### src/rtl/pipeline_hazard_ctrl.sv
// Hazard and sequencing control for the five-stage pipeline: derives per-register
// write enables, bubble flushes and PC enable each cycle, runs the halt drain
// sequence and keeps saturating stall/flush performance counters.
module pipeline_hazard_ctrl #(
    parameter int unsigned CNT_W = 16
) (
    input  logic             CLK,
    input  logic             nRST,
    input  logic             ihit,
    input  logic             dhit,
    input  logic             exmem_dreq,
    input  logic             exmem_halt,
    input  logic             idex_memread,
    input  logic [4:0]       idex_rt,
    input  logic [4:0]       ifid_rs,
    input  logic [4:0]       ifid_rt,
    input  logic             ex_redirect,
    output logic             pc_wen,
    output logic             imem_ren,
    output logic             ifid_wen,
    output logic             idex_wen,
    output logic             exmem_wen,
    output logic             memwb_wen,
    output logic             ifid_flush,
    output logic             idex_flush,
    output logic             exmem_flush,
    output logic             memwb_flush,
    output logic             halted,
    output logic [CNT_W-1:0] stall_cnt,
    output logic [CNT_W-1:0] flush_cnt
);

    typedef enum logic [1:0] {StRun, StDrain, StHalted} state_e;

    state_e           state_q, state_d;
    logic [CNT_W-1:0] stall_cnt_q, flush_cnt_q;
    logic             stall_inc, flush_inc;
    logic             dmiss, load_use;

    assign dmiss    = exmem_dreq && !dhit;
    assign load_use = idex_memread && (idex_rt != 5'd0) &&
                      ((idex_rt == ifid_rs) || (idex_rt == ifid_rt));

    // Per-cycle control decode; RUN overrides are strictly prioritised.
    always_comb begin
        state_d     = state_q;
        pc_wen      = 1'b0;
        imem_ren    = 1'b0;
        ifid_wen    = 1'b0;
        idex_wen    = 1'b0;
        exmem_wen   = 1'b0;
        memwb_wen   = 1'b0;
        ifid_flush  = 1'b0;
        idex_flush  = 1'b0;
        exmem_flush = 1'b0;
        memwb_flush = 1'b0;
        halted      = 1'b0;
        stall_inc   = 1'b0;
        flush_inc   = 1'b0;
        unique case (state_q)
            StRun: begin
                pc_wen    = 1'b1;
                imem_ren  = 1'b1;
                ifid_wen  = 1'b1;
                idex_wen  = 1'b1;
                exmem_wen = 1'b1;
                memwb_wen = 1'b1;
                if (dmiss) begin
                    // Freeze everything upstream of MEM/WB; a pending redirect re-presents.
                    pc_wen      = 1'b0;
                    ifid_wen    = 1'b0;
                    idex_wen    = 1'b0;
                    exmem_wen   = 1'b0;
                    memwb_flush = 1'b1;
                end else if (exmem_halt) begin
                    pc_wen      = 1'b0;
                    ifid_flush  = 1'b1;
                    idex_flush  = 1'b1;
                    exmem_flush = 1'b1;
                    state_d     = StDrain;
                end else if (ex_redirect) begin
                    // PC loads the target even on an I-miss.
                    ifid_flush = 1'b1;
                    idex_flush = 1'b1;
                    flush_inc  = 1'b1;
                end else if (load_use) begin
                    pc_wen     = 1'b0;
                    ifid_wen   = 1'b0;
                    idex_flush = 1'b1;
                end else if (!ihit) begin
                    pc_wen     = 1'b0;
                    ifid_flush = 1'b1;
                end
                stall_inc = !pc_wen;
            end
            StDrain: begin
                memwb_flush = 1'b1;
                state_d     = StHalted;
            end
            StHalted: begin
                halted = 1'b1;
            end
            default: state_d = StRun;
        endcase
        // Outputs sit at their reset values for as long as reset is held.
        if (!nRST) begin
            pc_wen      = 1'b0;
            imem_ren    = 1'b0;
            ifid_wen    = 1'b0;
            idex_wen    = 1'b0;
            exmem_wen   = 1'b0;
            memwb_wen   = 1'b0;
            ifid_flush  = 1'b0;
            idex_flush  = 1'b0;
            exmem_flush = 1'b0;
            memwb_flush = 1'b0;
            halted      = 1'b0;
        end
    end

    // State register and saturating performance counters.
    always_ff @(posedge CLK or negedge nRST) begin
        if (!nRST) begin
            state_q     <= StRun;
            stall_cnt_q <= '0;
            flush_cnt_q <= '0;
        end else begin
            state_q <= state_d;
            if (stall_inc && (stall_cnt_q != '1)) stall_cnt_q <= stall_cnt_q + 1'b1;
            if (flush_inc && (flush_cnt_q != '1)) flush_cnt_q <= flush_cnt_q + 1'b1;
        end
    end

    assign stall_cnt = stall_cnt_q;
    assign flush_cnt = flush_cnt_q;

endmodule

### config.mk
export PLATFORM = sky130hd
export DESIGN_NAME = pipeline_hazard_ctrl
export DESIGN_NICKNAME = d
export VERILOG_FILES = /design/src/rtl/pipeline_hazard_ctrl.sv
export SDC_FILE = /design/constraint.sdc
export NUM_CORES = 1
export LEC_CHECK = 0
export CAP_MARGIN = 5
export CORE_MARGIN = 2
export CORE_UTILIZATION = 45
export CTS_CLUSTER_DIAMETER = 60
export DETAILED_ROUTE_END_ITERATION = 10
export PLACE_DENSITY = 0.87
export SKIP_CTS_REPAIR_TIMING = 1
export SYNTH_ARGS = -nofsm -noshare
export SYNTH_HDL_FRONTEND = slang
export SYNTH_SLANG_ARGS = --single-unit
### constraint.sdc
create_clock -name CLK -period 2.3 [get_ports CLK]
set_input_delay 0.23 -clock CLK [delete_from_list [all_inputs] [get_ports CLK]]
set_output_delay 0.23 -clock CLK [all_outputs]
set_load 0.01 [all_outputs]
==> summary.txt <==
Synth
  • Register area share after synthesis: 46.42%
  • Async set-reset flop share out of synthesis: 100.0%
  • Syn avg cell area: 10.53 µm²
  • Dominant cell type by area after synthesis: dfrtp_1
  • Synth cell count leaders: dfrtp_1 (34), xnor2_1 (27), xor2_1 (14)
  • Synth Cell Area: 1833 µm²
  • Netlist cell types: 38
  • Largest cells by area after synthesis: dfrtp_1 (46%), xnor2_1 (13%), xor2_1 (6.7%)
  • Compound-gate portion of the synthesized area: 2.594%
  • Synth warnings: 0
  • XOR/XNOR Fraction of Synth Area: 19.59%
  • Cells after Synth: 174
  • Post-synth EDFFs: 0
  • Adder-cell share of the synthesized area: 1.365%
  • Count leader, synth: dfrtp_1
  • Yosys reg bits: 34
  • Simple-gate area share of the yosys netlist: 25.19%
  • Yosys top cell area share: 46.42%
  • Multiplexer share of the synthesized area: 1.433%
  • Synth Net Count: ~200
  • Main combinational cell family by area after synthesis: simple AND/OR/NAND/NOR gates
  • Main flop type after synthesis: dfrtp_1

Worst setup path
  • Critical path cell sequence: nor2_4 > nand2_1 > inv_1 > nand2_1 > inv_1 > and2_1 > clkdlybuf4s50_1
  • CP Capture Type: output pin
  • Worst path max stage delay: 0.53 ns
  • Critical path launch point type: flop
  • Cell family with most CP delay: buffers and inverters
  • WP data arrival: just under 2 ns
  • Crit Path Category: reg2out
  • Crit path buf inv count: 3
  • CP max FO: 5
  • Worst Path Required: 2.07 ns
  • CP max stage cell: clkdlybuf4s50_1

Placed design
  • Post-DP HPWL: 3148 µm
  • GP Congestion: 0.7807
  • Port Buffers: between 60 and 70

Route
  • Routed via count: about 1.5k
  • Antenna Nets Post-Route: 0
  • Post-DR vias/cell: ~5
  • Final WL: ~4000 µm
  • Wire length on met1: 1755 µm
  • DR top layer: met4
  • Routed len/inst: roughly 13 µm
  • DRC Markers: 0
  • WL met2: between 1500 and 2000 µm
  • Metal3 WL: 200 µm
  • First-pass DRT Iterations: 4
  • First DRT Iteration DRCs: 87

Die
  • Die Wd: 67.82 µm
  • Io pins: 66
  • Site row count: 23
  • Core box area: 3971 µm²
  • Starting Density: 46.16%
  • Die Y: 67.82 µm
  • Die Area: roughly 4600 µm²

GRT
  • Number of global-route vias before repair: roughly 1.4k
  • Initial antenna violation count: 0
  • GRT Total Usage: between 10% and 20%
  • Largest net degree at the start of global routing: 23
  • First-pass GRT wire length: 6555 µm
  • Overflow after GRT: 0

Min path
  • Worst min path class: in2async

STA
  • Clk_skew: about 0.009 ns
  • Hold_ws: 0.3871 ns
  • Final setup fails: 0
  • Fmax: 0.4573 GHz
  • TNS Setup: 0 ns
  • RSZ-0062 raised after global routing: no
  • Tightest Pin Transition: 0.4183 ns
  • Period utilization: 95.07%
  • Number of hold violations in the final report: 0
  • Clock period minus worst slack: 2.187 ns
  • Slew margin rel.: 71.90%
  • Fin. max-slew vios: 0

Clocking
  • Clock-pin slew on the worst setup and hold paths: approximately 0.07 ns
  • CTS tree: built
  • Cts bufs inserted: 5
  • Root Driver: clkbuf_8
  • CTS Buffer Depth: 2
  • Worst-Skew Late Latency: 0.27 ns
  • # H-tree levels: 2
  • Clock sink count: 34

Power and ir drop
  • Tot Pwr: ~0.0020 W
  • Max IR drop VDD: 0.4397 mV
  • P_leak: 1.145 nW
  • P per Cell Area: about 740 nW/µm²

Final layout
  • Layout area overhead: 45.32%
  • Number of diodes: 0
  • Fraction of layout cells with a size suffix above 1: between 10% and 20%
  • FILL cells: 328
  • Net count, final: 271

Flow run
  • Max-cap violations: 0

Outcome
  • Status: complete, no violations
[placed cells by master, fill, tap and decap left out, drive strengths merged, types with 3 or more instances in the layout]
cell type / count
nand3: 13
dlymetal6s2s: 3
dfrtp: 34
clkdlybuf4s50: 61
and2: 3
buf: 6
xnor2: 27
xor2: 14
nand2: 14
nor2: 10
a21oi: 3
nand4: 12
inv: 4
nor3: 5
clkbuf: 7
and3: 9
[layer usage]
metal  global-route usage, %  vias to the layer above
li1                        -                      738
met1                   24.42                      728
met2                   30.76                       49
met3                   4.934                        4
met4                   6.000                        0
met5                       0                        -
[worst paths after layout]
path                       depth (start not counted)                      from                        end  slack, ns
max in group asynchronous                          2                      nRST   stall_cnt[1]$_DFFE_PN0P_       1.64
min in group CLK                                   1  stall_cnt[3]$_DFFE_PN0P_   stall_cnt[3]$_DFFE_PN0P_       0.50
hold reg to reg                                    1  stall_cnt[3]$_DFFE_PN0P_   stall_cnt[3]$_DFFE_PN0P_       0.50
setup / recovery                                   7    state_q[1]$_DFFE_PN0P_                exmem_flush       0.11
hold / removal                                     2                      nRST  flush_cnt[14]$_DFFE_PN0P_       0.39
setup reg to reg                                   6  stall_cnt[5]$_DFFE_PN0P_   stall_cnt[1]$_DFFE_PN0P_       0.23
[cells by family (layout without fill, tap and decap cells)]
family                   count (synthesis)  after routing
flip-flops                              34             34
buffers and inverters                   10             83
adder cells (fa/ha/maj)                  2              2
AND/OR/NAND/NOR                         78             78
AO/OA/AOI/OAI                            7              7
XOR/XNOR                                41             41
multiplexers                             2              2
[power by group]
| part | switching (W) | total [W] | internal, W | leakage [nW] |
|---|---|---|---|---|
| clock network | 0.000209 | 0.000449 | 0.000240 | 0.0472 |
| registers | 0.000137 | 0.000834 | 0.000697 | 0.456 |
| logic | 0.000304 | 0.000696 | 0.000392 | 0.642 |
| total | 0.000650 | 0.00198 | 0.00133 | 1.14 |
[metrics by stage]
step | setup slack (ns) | utilization, % | cell area [µm²] | cells
after floorplan | 0.4390 | - | 1833 | 174
after global placement | -0.2206 | 64.05 | 2544 | 289
after detailed placement | -0.2440 | 64.05 | 2544 | 289
after CTS | -0.2691 | 66.45 | 2639 | 297
after global routing | 0.009788 | 67.08 | 2664 | 297
final | 0.1134 | 67.08 | 2664 | 297
[sequential cells by signal, indices dropped and copies added, names as in the netlist]
signal and flops:
flush_cnt 16, stall_cnt 16, state_q 2
[layout make-up]
class,instances,area (µm²),area share [%]
Clock buffer,6,82.58,3.100
Clock inverter,2,12.51,0.4697
Inverter,4,15.01,0.5636
Multi-Input combinational cell,130,942.2,35.37
Sequential cell,34,850.8,31.94
Tap cell,50,62.56,2.349
Timing Repair Buffer,71,698.2,26.21
[worst register-to-register path, delay by kind of cell, from the launching register on]
family          cells  cell delay (ns)
compound gates      1             0.14
mux                 1             0.34
simple gates        4             1.03
flops               1             0.45
No activity file was read; power rests on OpenSTA's default activity.
